[config.mk]
export PLATFORM = sky130hd
export DESIGN_NAME = load_store_unit
export DESIGN_NICKNAME = d
export VERILOG_FILES = /design/src/rtl/load_store_unit_pkg.sv /design/src/rtl/lsu_lane_align.sv /design/src/rtl/load_store_unit.sv
export SDC_FILE = /design/constraint.sdc
export NUM_CORES = 1
export LEC_CHECK = 0
export ABC_AREA = 1
export BUFFER_PORTS_ARGS = -buffer_cell sky130_fd_sc_hd__buf_2
export CORE_ASPECT_RATIO = 1.4
export CORE_MARGIN = 2
export CORE_UTILIZATION = 50
export CTS_CLUSTER_SIZE = 24
export DETAILED_ROUTE_END_ITERATION = 6
export HOLD_SLACK_MARGIN = 0.1
export PLACE_DENSITY = 0.82
export SYNTH_ARGS = -nofsm -noshare
export SYNTH_HDL_FRONTEND = slang
export SYNTH_SLANG_ARGS = --single-unit
[constraint.sdc]
create_clock -name clk -period 2.7 [get_ports clk]
set_input_delay 0 -clock clk [delete_from_list [all_inputs] [get_ports clk]]
set_output_delay 0 -clock clk [all_outputs]
set_load 0.05 [all_outputs]
[src/rtl/load_store_unit_pkg.sv]
`timescale 1ns/1ps
`default_nettype none
// ============================================================================
// Module      : load_store_unit_pkg
// Description : Shared definitions for the load/store unit: access-size
//               encodings, FSM state enumeration and default memory depth.
// Revision    : 1.0 - initial release
// ============================================================================
package load_store_unit_pkg;

  // Default depth of the attached data memory, in 32-bit words.
  localparam int DEFAULT_MEM_WORDS = 32;

  // req_size encodings.
  localparam logic [1:0] SZ_BYTE    = 2'b00;
  localparam logic [1:0] SZ_HALF    = 2'b01;
  localparam logic [1:0] SZ_WORD    = 2'b10;
  localparam logic [1:0] SZ_ILLEGAL = 2'b11;

  typedef enum logic [2:0] {
    ST_IDLE = 3'd0,
    ST_RD   = 3'd1,
    ST_CAP  = 3'd2,
    ST_WR   = 3'd3,
    ST_RESP = 3'd4
  } lsu_state_e;

  // Returns 1 when an access of the given size is misaligned or illegal.
  function automatic logic size_align_err(input logic [1:0] size,
                                          input logic [1:0] offset);
    logic err;
    err = 1'b0;
    case (size)
      SZ_HALF: err = offset[0];
      SZ_WORD: err = (offset != 2'b00);
      SZ_BYTE: err = 1'b0;
      default: err = 1'b1;
    endcase
    return err;
  endfunction

endpackage
`default_nettype wire

[src/rtl/lsu_lane_align.sv]
`timescale 1ns/1ps
`default_nettype none
// ============================================================================
// Module      : lsu_lane_align
// Description : Combinational little-endian lane handling for the LSU.
//               Extracts and sign/zero-extends the addressed byte/half of a
//               memory word for loads, and merges store data into the
//               addressed lane of a memory word for read-modify-write.
// Revision    : 1.0 - initial release
// Ports       : rdata_i      - word read from memory
//               wdata_i      - right-aligned store data
//               size_i       - access size encoding
//               offset_i     - byte offset within the word (addr[1:0])
//               unsigned_i   - zero-extend loads when 1
//               load_data_o  - extracted and extended load result
//               merge_data_o - rdata_i with the addressed lane replaced
// ============================================================================
module lsu_lane_align
  import load_store_unit_pkg::*;
(
  input  logic [31:0] rdata_i,
  input  logic [31:0] wdata_i,
  input  logic [1:0]  size_i,
  input  logic [1:0]  offset_i,
  input  logic        unsigned_i,
  output logic [31:0] load_data_o,
  output logic [31:0] merge_data_o
);

  logic [7:0]  byte_lane;
  logic [15:0] half_lane;
  logic [4:0]  bit_shift;

  always_comb begin
    bit_shift    = {offset_i, 3'b000};
    byte_lane    = rdata_i[bit_shift +: 8];
    half_lane    = offset_i[1] ? rdata_i[31:16] : rdata_i[15:0];
    load_data_o  = rdata_i;
    merge_data_o = rdata_i;

    case (size_i)
      SZ_BYTE: begin
        load_data_o = {{24{~unsigned_i & byte_lane[7]}}, byte_lane};
        merge_data_o[bit_shift +: 8] = wdata_i[7:0];
      end
      SZ_HALF: begin
        load_data_o = {{16{~unsigned_i & half_lane[15]}}, half_lane};
        if (offset_i[1]) begin
          merge_data_o[31:16] = wdata_i[15:0];
        end else begin
          merge_data_o[15:0] = wdata_i[15:0];
        end
      end
      default: begin
        load_data_o  = rdata_i;
        merge_data_o = wdata_i;
      end
    endcase
  end

endmodule
`default_nettype wire

[src/rtl/load_store_unit.sv]
`timescale 1ns/1ps
`default_nettype none
// ============================================================================
// Module      : load_store_unit
// Description : Single-outstanding load/store unit in front of a word-wide
//               synchronous data memory. Supports byte, half and word
//               accesses; sub-word stores are done as read-modify-write.
// Revision    : 1.0 - initial release
// Ports       : clk, reset          - clock, synchronous active-high reset
//               req_valid/req_ready - request handshake
//               req_write, req_size, req_unsigned, req_addr, req_wdata
//                                   - request fields (latched on accept)
//               resp_valid/resp_rdata/resp_err
//                                   - one-cycle completion pulse
//               mem_read/mem_write/mem_addr/mem_wdata/mem_rdata
//                                   - data memory port (word indexed)
// ============================================================================
module load_store_unit
  import load_store_unit_pkg::*;
#(
  parameter int MEM_WORDS = DEFAULT_MEM_WORDS
) (
  input  logic        clk,
  input  logic        reset,
  input  logic        req_valid,
  output logic        req_ready,
  input  logic        req_write,
  input  logic [1:0]  req_size,
  input  logic        req_unsigned,
  input  logic [31:0] req_addr,
  input  logic [31:0] req_wdata,
  output logic        resp_valid,
  output logic [31:0] resp_rdata,
  output logic        resp_err,
  output logic        mem_read,
  output logic        mem_write,
  output logic [31:0] mem_addr,
  output logic [31:0] mem_wdata,
  input  logic [31:0] mem_rdata
);

  lsu_state_e  state_q;
  logic        req_ready_q;
  logic        resp_valid_q;
  logic        resp_err_q;
  logic [31:0] resp_rdata_q;
  logic        mem_read_q;
  logic        mem_write_q;
  logic [31:0] mem_addr_q;
  // Doubles as the write buffer: holds req_wdata from acceptance and is
  // overwritten with the merged word in CAP for sub-word stores.
  logic [31:0] mem_wdata_q;

  // Latched request fields.
  logic        op_write_q;
  logic [1:0]  op_size_q;
  logic        op_unsigned_q;
  logic [1:0]  op_offset_q;

  logic        req_err;
  logic [31:0] load_data;
  logic [31:0] merge_data;

  always_comb begin
    req_err = size_align_err(req_size, req_addr[1:0]) |
              ({2'b00, req_addr[31:2]} >= 32'(MEM_WORDS));
  end

  lsu_lane_align u_lane_align (
    .rdata_i      (mem_rdata),
    .wdata_i      (mem_wdata_q),
    .size_i       (op_size_q),
    .offset_i     (op_offset_q),
    .unsigned_i   (op_unsigned_q),
    .load_data_o  (load_data),
    .merge_data_o (merge_data)
  );

  // Outputs are registered and updated together with the state transition,
  // so every strobe lines up exactly with the state that owns it.
  always_ff @(posedge clk) begin
    if (reset) begin
      state_q       <= ST_IDLE;
      req_ready_q   <= 1'b0;
      resp_valid_q  <= 1'b0;
      resp_err_q    <= 1'b0;
      resp_rdata_q  <= 32'd0;
      mem_read_q    <= 1'b0;
      mem_write_q   <= 1'b0;
      mem_addr_q    <= 32'd0;
      mem_wdata_q   <= 32'd0;
      op_write_q    <= 1'b0;
      op_size_q     <= SZ_BYTE;
      op_unsigned_q <= 1'b0;
      op_offset_q   <= 2'b00;
    end else begin
      mem_read_q   <= 1'b0;
      mem_write_q  <= 1'b0;
      resp_valid_q <= 1'b0;

      case (state_q)
        ST_IDLE: begin
          req_ready_q <= 1'b1;
          if (req_valid && req_ready_q) begin
            req_ready_q   <= 1'b0;
            op_write_q    <= req_write;
            op_size_q     <= req_size;
            op_unsigned_q <= req_unsigned;
            op_offset_q   <= req_addr[1:0];
            if (req_err) begin
              // Rejected: straight to the response, memory untouched.
              state_q      <= ST_RESP;
              resp_valid_q <= 1'b1;
              resp_err_q   <= 1'b1;
              resp_rdata_q <= 32'd0;
            end else begin
              mem_addr_q  <= {2'b00, req_addr[31:2]};
              mem_wdata_q <= req_wdata;
              if (req_write && (req_size == SZ_WORD)) begin
                state_q     <= ST_WR;
                mem_write_q <= 1'b1;
              end else begin
                state_q    <= ST_RD;
                mem_read_q <= 1'b1;
              end
            end
          end
        end

        // Memory samples mem_read on this edge; data is valid in CAP.
        ST_RD: begin
          state_q <= ST_CAP;
        end

        ST_CAP: begin
          if (op_write_q) begin
            state_q     <= ST_WR;
            mem_wdata_q <= merge_data;
            mem_write_q <= 1'b1;
          end else begin
            state_q      <= ST_RESP;
            resp_valid_q <= 1'b1;
            resp_err_q   <= 1'b0;
            resp_rdata_q <= load_data;
          end
        end

        ST_WR: begin
          state_q      <= ST_RESP;
          resp_valid_q <= 1'b1;
          resp_err_q   <= 1'b0;
          resp_rdata_q <= 32'd0;
        end

        ST_RESP: begin
          state_q     <= ST_IDLE;
          req_ready_q <= 1'b1;
        end

        default: begin
          state_q     <= ST_IDLE;
          req_ready_q <= 1'b0;
        end
      endcase
    end
  end

  assign req_ready  = req_ready_q;
  assign resp_valid = resp_valid_q;
  assign resp_err   = resp_err_q;
  assign resp_rdata = resp_rdata_q;
  assign mem_read   = mem_read_q;
  assign mem_write  = mem_write_q;
  assign mem_addr   = mem_addr_q;
  assign mem_wdata  = mem_wdata_q;

endmodule
`default_nettype wire

==> results.json, run 1 <==
{
  "grt_setup_unrepaired": "false",
  "layout_commonest_cell": "nand2_1",
  "grt_pass1_vias": 6112,
  "synth-compound-area-share": 0.180,
  "clk_path_buf_depth": 2,
  "muxShareOfSynthArea": 0.00552,
  "worst_pin_slew_ps": 836,
  "design_area_sq_um": 7740,
  "drc": 0,
  "max_slew_margin": 0.439,
  "clk_latency_ps": 360,
  "synth_simple_gate_area_share": 0.312,
  "synth_xor_area_frac": 0,
  "synth_top_family_by_area": "simple AND/OR/NAND/NOR gates",
  "grt_pass1_wl_microns": 29400,
  "critPathTopFamily": "buffers and inverters",
  "p_clk_frac": 0.366,
  "synth_fa_ha_area_frac": 0.0110,
  "die_x_microns": 94.0,
  "clk_pin_slew_worst_paths_ps": 80,
  "fin_crit_sh": 0.965,
  "min_period_ps": 2610,
  "p_comb_frac": 0.186,
  "n_antenna_cell": 0,
  "nNetsFinal": 1213,
  "async_reset_ff_frac": 0,
  "hold_class": "in2reg",
  "fin_tns_setup_ps": 0,
  "worstPathRequired_ps": 2990,
  "gp_congestion": 0.945,
  "synth_seq_area_share": 0.381,
  "crit_chain": "dlygate4sd3_1, buf_2, nor2_1, dlygate4sd3_1, nand2_1, nor2_1, dlygate4sd3_1, nand4_1, dlygate4sd3_1, a21oi_1",
  "grt_usage": 0.304,
  "numCtsBuffers": 9,
  "multiInputGateArea_sq_um": 2890,
  "yosys_warnings": 0,
  "fillers": 934,
  "drive_above_1_share": 0.237,
  "cts_tree": "built",
  "pwr_density_cell_nw_per_um2": 472,
  "ios": 204,
  "die_h_microns": 130,
  "netlist_instances": 860,
  "core_area_sq_um": 11200,
  "outcome": "finished, final reports clean",
  "crit_fanout": 2,
  "ys_ff_latch": 108,
  "dr.pass1.iters": 5,
  "start_util": 0.508,
  "max_clock_freq_mhz": 384,
  "p_seq_frac": 0.448,
  "die_area_sq_um": 12200,
  "power_leakage_nw": 3.81,
  "regArea_sq_um": 2160,
  "crit_type": "in2reg",
  "hpwl_microns": 12900,
  "synth_edf_count": 0,
  "numClockSinks": 108,
  "cp_slowest_stage_delay_ps": 590,
  "critPathSlowestCell": "dlygate4sd3_1",
  "layout_common_cells": "nand2_1 (202), buf_2 (201), dfxtp_1 (108)",
  "ys.flop_type": "dfxtp_1",
  "area_growth_pct": 36.5,
  "cp_num_buf_inv": 5,
  "cpMostUsedCell": "dlygate4sd3_1",
  "vias": 6778,
  "cap_viol_max_count": 0,
  "htree_levels": 3,
  "grt_overflow_total": 0,
  "syn_avg_cell_area_sq_um": 6.59,
  "routed_wl_microns": 19100,
  "p_sw_frac": 0.307,
  "antenna_found_initial": 0,
  "p_sw_w": 0.00112,
  "dpl_cell_area_sq_um": 6690,
  "hold_viol_final": 0,
  "crit_path_start_kind": "primary input",
  "wl_per_cell_microns": 15.2,
  "rows": 46,
  "grt_max_degree": 54,
  "cts-root-buf": "clkbuf_16",
  "setup_violations": 0,
  "drtAntennaViolNets": 0,
  "internal-power_w": 0.00253,
  "skew_ps": 10.8,
  "drtIter0Drc": 759,
  "critPathArrivalTime_ps": 2890,
  "synth.distinct_cells": 39,
  "port_buffers": 201,
  "slew_viol_final": 0,
  "endpoint_kind": "register",
  "post_drt_via_cell_ratio": 5.41,
  "syn-cell-area_sq_um": 5670,
  "max-vdd-ir-drop_uv": 538
}
-- cell usage after synthesis, types with 4 or more instances --
master    instances  share of area
dfxtp_1         108           0.38
a21oi_1          73          0.064
nand3_2          11          0.019
clkbuf_1         31          0.021
inv_1            88          0.058
nor2_1           87          0.058
a22o_1            4         0.0062
buf_2            12          0.011
nor3_1            8         0.0071
o22ai_1           8         0.0088
nor2_2            4         0.0044
o21ai_0          78          0.069
o21ai_1          13          0.011
inv_2             8         0.0053
ha_1              5          0.011
buf_6             4         0.0079
nand3_1          77          0.068
nand2_1         202           0.13
o211ai_1          6         0.0079
-- worst paths after layout --
check,start,endpoint,slack [ps],cells after the start
worst max register to register,op_offset_q[1]$_SDFFE_PP0P_,mem_wdata[0]$_SDFFE_PP0P_,140,8
worst min-delay path,mem_rdata[9],resp_rdata[9]$_SDFFE_PP0P_,110,5
worst max-delay path,req_addr[31],state_q[0]$_SDFFE_PP0N_,90,10
worst min register to register,mem_addr[10]$_SDFFE_PP0P_,mem_addr[10]$_SDFFE_PP0P_,460,2
-- what timing repair did --
action | CTS | global route
hold buffers | 73 | 0
hold endpoints to repair | 64 | 0
setup buffers | 0 | 0
setup endpoints to repair | 0 | 22
gates resized for setup | 0 | 5
-- state kept, by name, indices dropped and copies added, names as in the netlist --
name           count
op_write_q         1
mem_read           1
mem_addr          30
resp_err           1
mem_write          1
resp_valid         1
op_size_q          2
req_ready          1
resp_rdata        32
mem_wdata         32
op_offset_q        2
op_unsigned_q      1
state_q            3
-- through the flow --
step	hold slack (ps)	cells	util	worst slack (ps)	power, W
CTS	100	1254	0.692	173	0.00364
finish	112	1254	0.693	93.7	0.00365
global route	121	1254	0.693	11.2	0.00378
global placement	221	1165	0.599	618	0.00224
floorplan	135	861	-	585	0.00206
detailed placement	228	1165	0.599	532	0.00225
-- power groups by stage --
stage               Sequential, W  Combinational, W  Clock (W)
floorplan                 0.00172          0.000345          0
global placement          0.00167          0.000571          0
detailed placement        0.00167          0.000572          0
CTS                       0.00164          0.000656    0.00134
global route              0.00164          0.000736    0.00140
finish                    0.00164          0.000678    0.00134
-- worst min-delay path, delay by kind of cell --
family          cells  cell delay, ps
buf+inv             1             120
simple gates        2             140
compound gates      2             160
-- logic make-up (layout without fill, tap and decap cells) --
logic type	count (synthesis)	in the layout
buffers and inverters	150	399
multiplexers	3	3
other	1	2
AO/OA/AOI/OAI	191	191
flip-flops	108	108
adder cells (fa/ha/maj)	5	5
AND/OR/NAND/NOR	402	402
-- layout make-up --
type	instances	area share
Multi-Input combinational cell	603	0.374
Tap cell	144	0.0233
Clock inverter	7	0.00986
Inverter	97	0.0477
Timing Repair Buffer	286	0.237
Sequential cell	108	0.279
Clock buffer	9	0.0291
-- per-layer routing --
layer	wire length, microns	vias up	global-route usage
li1	-	3273	-
met1	7630	3006	0.386
met2	8910	400	0.497
met3	1600	99	0.0566
met4	950	0	0.146
met5	0	-	0
Note: power is estimated with default switching activity, not from simulation.
==> run 2: changes to the inputs <==
ABC_AREA = unset   (was 1)
CORE_UTILIZATION = 49   (was 50)
==> run 2 against run 1 <==
Clock skew fell by 3.5 ps. Cell count fell by 21%. Area after synthesis shrank 5.5%. Register-to-register slack better by 130 ps. Critical path type is now reg2reg. Highest routed layer unchanged.
==> results.json, run 2 <==
{
  "outcome": "finished, final reports clean",
  "synth-compound-area-share": 0.181,
  "htree_levels": 3,
  "min_period_ps": 2430,
  "antenna_found_initial": 1,
  "cp_slowest_stage_delay_ps": 540,
  "synth_seq_area_share": 0.404,
  "max-vdd-ir-drop_uv": 311,
  "yosysTopAreaCell": "dfxtp_1",
  "numCtsBuffers": 9,
  "worst_pin_slew_ps": 902,
  "rrSetupSlack_ps": 270,
  "netlist_instances": 601,
  "crit_fanout": 10,
  "synth_top_family_by_area": "simple AND/OR/NAND/NOR gates",
  "max_slew_margin": 0.398,
  "cts-root-buf": "clkbuf_16",
  "synth_fa_ha_area_frac": 0.0117,
  "drtIter0Drc": 494,
  "ys_top_cells_by_count": "dfxtp_1 (108), nor2_1 (65), mux2_2 (37)",
  "syn_avg_cell_area_sq_um": 8.91,
  "grt_pass1_wl_microns": 28100,
  "hpwl_microns": 12600,
  "internal-power_w": 0.00263,
  "die_h_microns": 128,
  "cap_viol_max_count": 0,
  "grt_overflow_total": 0,
  "p_sw_w": 0.000867,
  "crit_chain": "inv_1, ha_1, nand4bb_1, o22ai_1, a221oi_1, nor3_1, mux2_1",
  "power_leakage_nw": 3.30,
  "cts_tree": "built",
  "hold_class": "in2reg",
  "core_area_sq_um": 10800,
  "numClockSinks": 108,
  "yosys_warnings": 0,
  "drc": 0,
  "rows": 45,
  "start_util": 0.498,
  "synth_most_common_cell": "dfxtp_1",
  "vias": 5680,
  "gp_congestion": 0.879,
  "yosysTopAreaCellShare": 0.404,
  "p_comb_frac": 0.139,
  "synth_edf_count": 0,
  "ys.flop_type": "dfxtp_1",
  "nNetsFinal": 950,
  "clk_path_buf_depth": 2,
  "port_buffers": 201,
  "setup_violations": 0,
  "grt_usage": 0.304,
  "layout_commonest_cell": "buf_2",
  "synth.distinct_cells": 56,
  "muxShareOfSynthArea": 0.129,
  "holdWs_ps": 99.8,
  "clk_latency_ps": 350,
  "wl_per_cell_microns": 18.8,
  "fin_crit_sh": 0.901,
  "grt_pass1_vias": 5645,
  "critPathArrivalTime_ps": 2660,
  "max_clock_freq_mhz": 411,
  "die_x_microns": 92.3,
  "area_growth_pct": 38.0,
  "slew_viol_final": 0,
  "synth_top_cells_by_area": "dfxtp_1 (40%), mux2_2 (7.8%), nor2_1 (4.6%)",
  "critPathSlowestCell": "a221oi_1",
  "p_seq_frac": 0.466,
  "ys_ff_latch": 108,
  "async_reset_ff_frac": 0,
  "endpoint_kind": "register",
  "crit_type": "reg2reg",
  "fin_tns_setup_ps": 0,
  "fillers": 817,
  "worstPathRequired_ps": 2930,
  "grt_max_degree": 114,
  "pwr_density_cell_nw_per_um2": 473,
  "dr.pass1.iters": 5,
  "drtAntennaViolNets": 0,
  "drive_above_1_share": 0.327,
  "synth_simple_gate_area_share": 0.224,
  "layout_common_cells": "buf_2 (200), dfxtp_1 (108), nor2_1 (65)",
  "p_clk_frac": 0.395,
  "post_drt_via_cell_ratio": 5.75,
  "hold_viol_final": 0,
  "ios": 204,
  "p_sw_frac": 0.248,
  "synth_xor_area_frac": 0,
  "grt_setup_unrepaired": "false",
  "syn-cell-area_sq_um": 5350,
  "skew_ps": 7.33,
  "routed_wl_microns": 18500,
  "crit_path_start_kind": "register",
  "die_area_sq_um": 11800,
  "clk_pin_slew_worst_paths_ps": 70,
  "critPathTopFamily": "compound AO/OA/AOI/OAI gates",
  "cp_num_buf_inv": 1
}
==> run 2: cell count changes after synthesis, sizes merged, moves of 26 or more <==
cell   before  now
and2        0   26
nand2     206   30
a21oi      73   28
mux2        1   47
o21ai      92   21
nor2b       0   34
nand3      89    6
nor2       93   66
inv        96   23
==> run 2: logic make-up after synthesis <==
group / count (synthesis)
flops: 108
fa+ha+maj: 5
compound gates: 133
buf+inv: 68
mux: 62
other cells: 1
simple gates: 224
==> run 2: worst paths after layout <==
path / cells after the start / endpoint / from
max reg2reg: 7 / mem_wdata[23]$_SDFFE_PP0P_ / op_offset_q[0]$_SDFFE_PP0P_
min reg2reg: 1 / mem_addr[14]$_SDFFE_PP0P_ / mem_addr[14]$_SDFFE_PP0P_
min: 4 / mem_wdata[6]$_SDFFE_PP0P_ / req_wdata[6]
max: 7 / mem_wdata[23]$_SDFFE_PP0P_ / op_offset_q[0]$_SDFFE_PP0P_
==> run 2: metrics by stage <==
| stage | setup WS [ps] | area, sq um | utilization | instances | total power (W) |
|---|---|---|---|---|---|
| 2_1_floorplan | 57.6 | 5360 | - | 602 | 0.00190 |
| 3_3_place_gp | 540 | 6470 | 0.601 | 911 | 0.00205 |
| 3_5_place_dp | 366 | 6470 | 0.601 | 911 | 0.00206 |
| 4_1_cts | 283 | 7380 | 0.687 | 987 | 0.00349 |
| 5_1_grt | 112 | 7390 | 0.687 | 987 | 0.00361 |
| 6_report | 268 | 7390 | 0.687 | 988 | 0.00349 |
==> run 2: layout make-up <==
type | count | area, sq um | share of cell area
Antenna cell | 1 | 2.50 | 0.000339
Clock buffer | 10 | 229 | 0.0310
Clock inverter | 5 | 77.6 | 0.0105
Inverter | 24 | 90.1 | 0.0122
Multi-Input combinational cell | 426 | 2940 | 0.398
Sequential cell | 108 | 2160 | 0.293
Tap cell | 141 | 176 | 0.0239
Timing Repair Buffer | 273 | 1710 | 0.232
==> run 2: metal layers <==
metal	track usage	up-vias	routed length (microns)	part of all wire
met5	0	-	0	0
met4	0.175	0	1040	0.056
met3	0.0641	68	1630	0.088
met2	0.543	345	9230	0.50
met1	0.330	2646	6630	0.36
li1	-	2621	-	-
==> run 2: power groups by stage <==
stage,Clock [W],Combinational (W),Sequential (W)
after global placement,0,0.000390,0.00166
after global routing,0.00147,0.000514,0.00163
final,0.00138,0.000486,0.00163
after floorplan,0,0.000206,0.00169
after CTS,0.00139,0.000470,0.00163
after detailed placement,0,0.000400,0.00166
==> run 2: what timing repair did <==
item / CTS / global route
hold endpoints to repair: 62 / 0
gates resized for setup: 0 / 1
endpoints found under the setup margin: 0 / 1
hold buffers: 61 / 0
setup buffers: 0 / 0
==> run 2: tightest hold or removal path: stages <==
cell	delay, ps
buf_2	80
a22oi_1	70
nor2_1	110
mux2_2	150
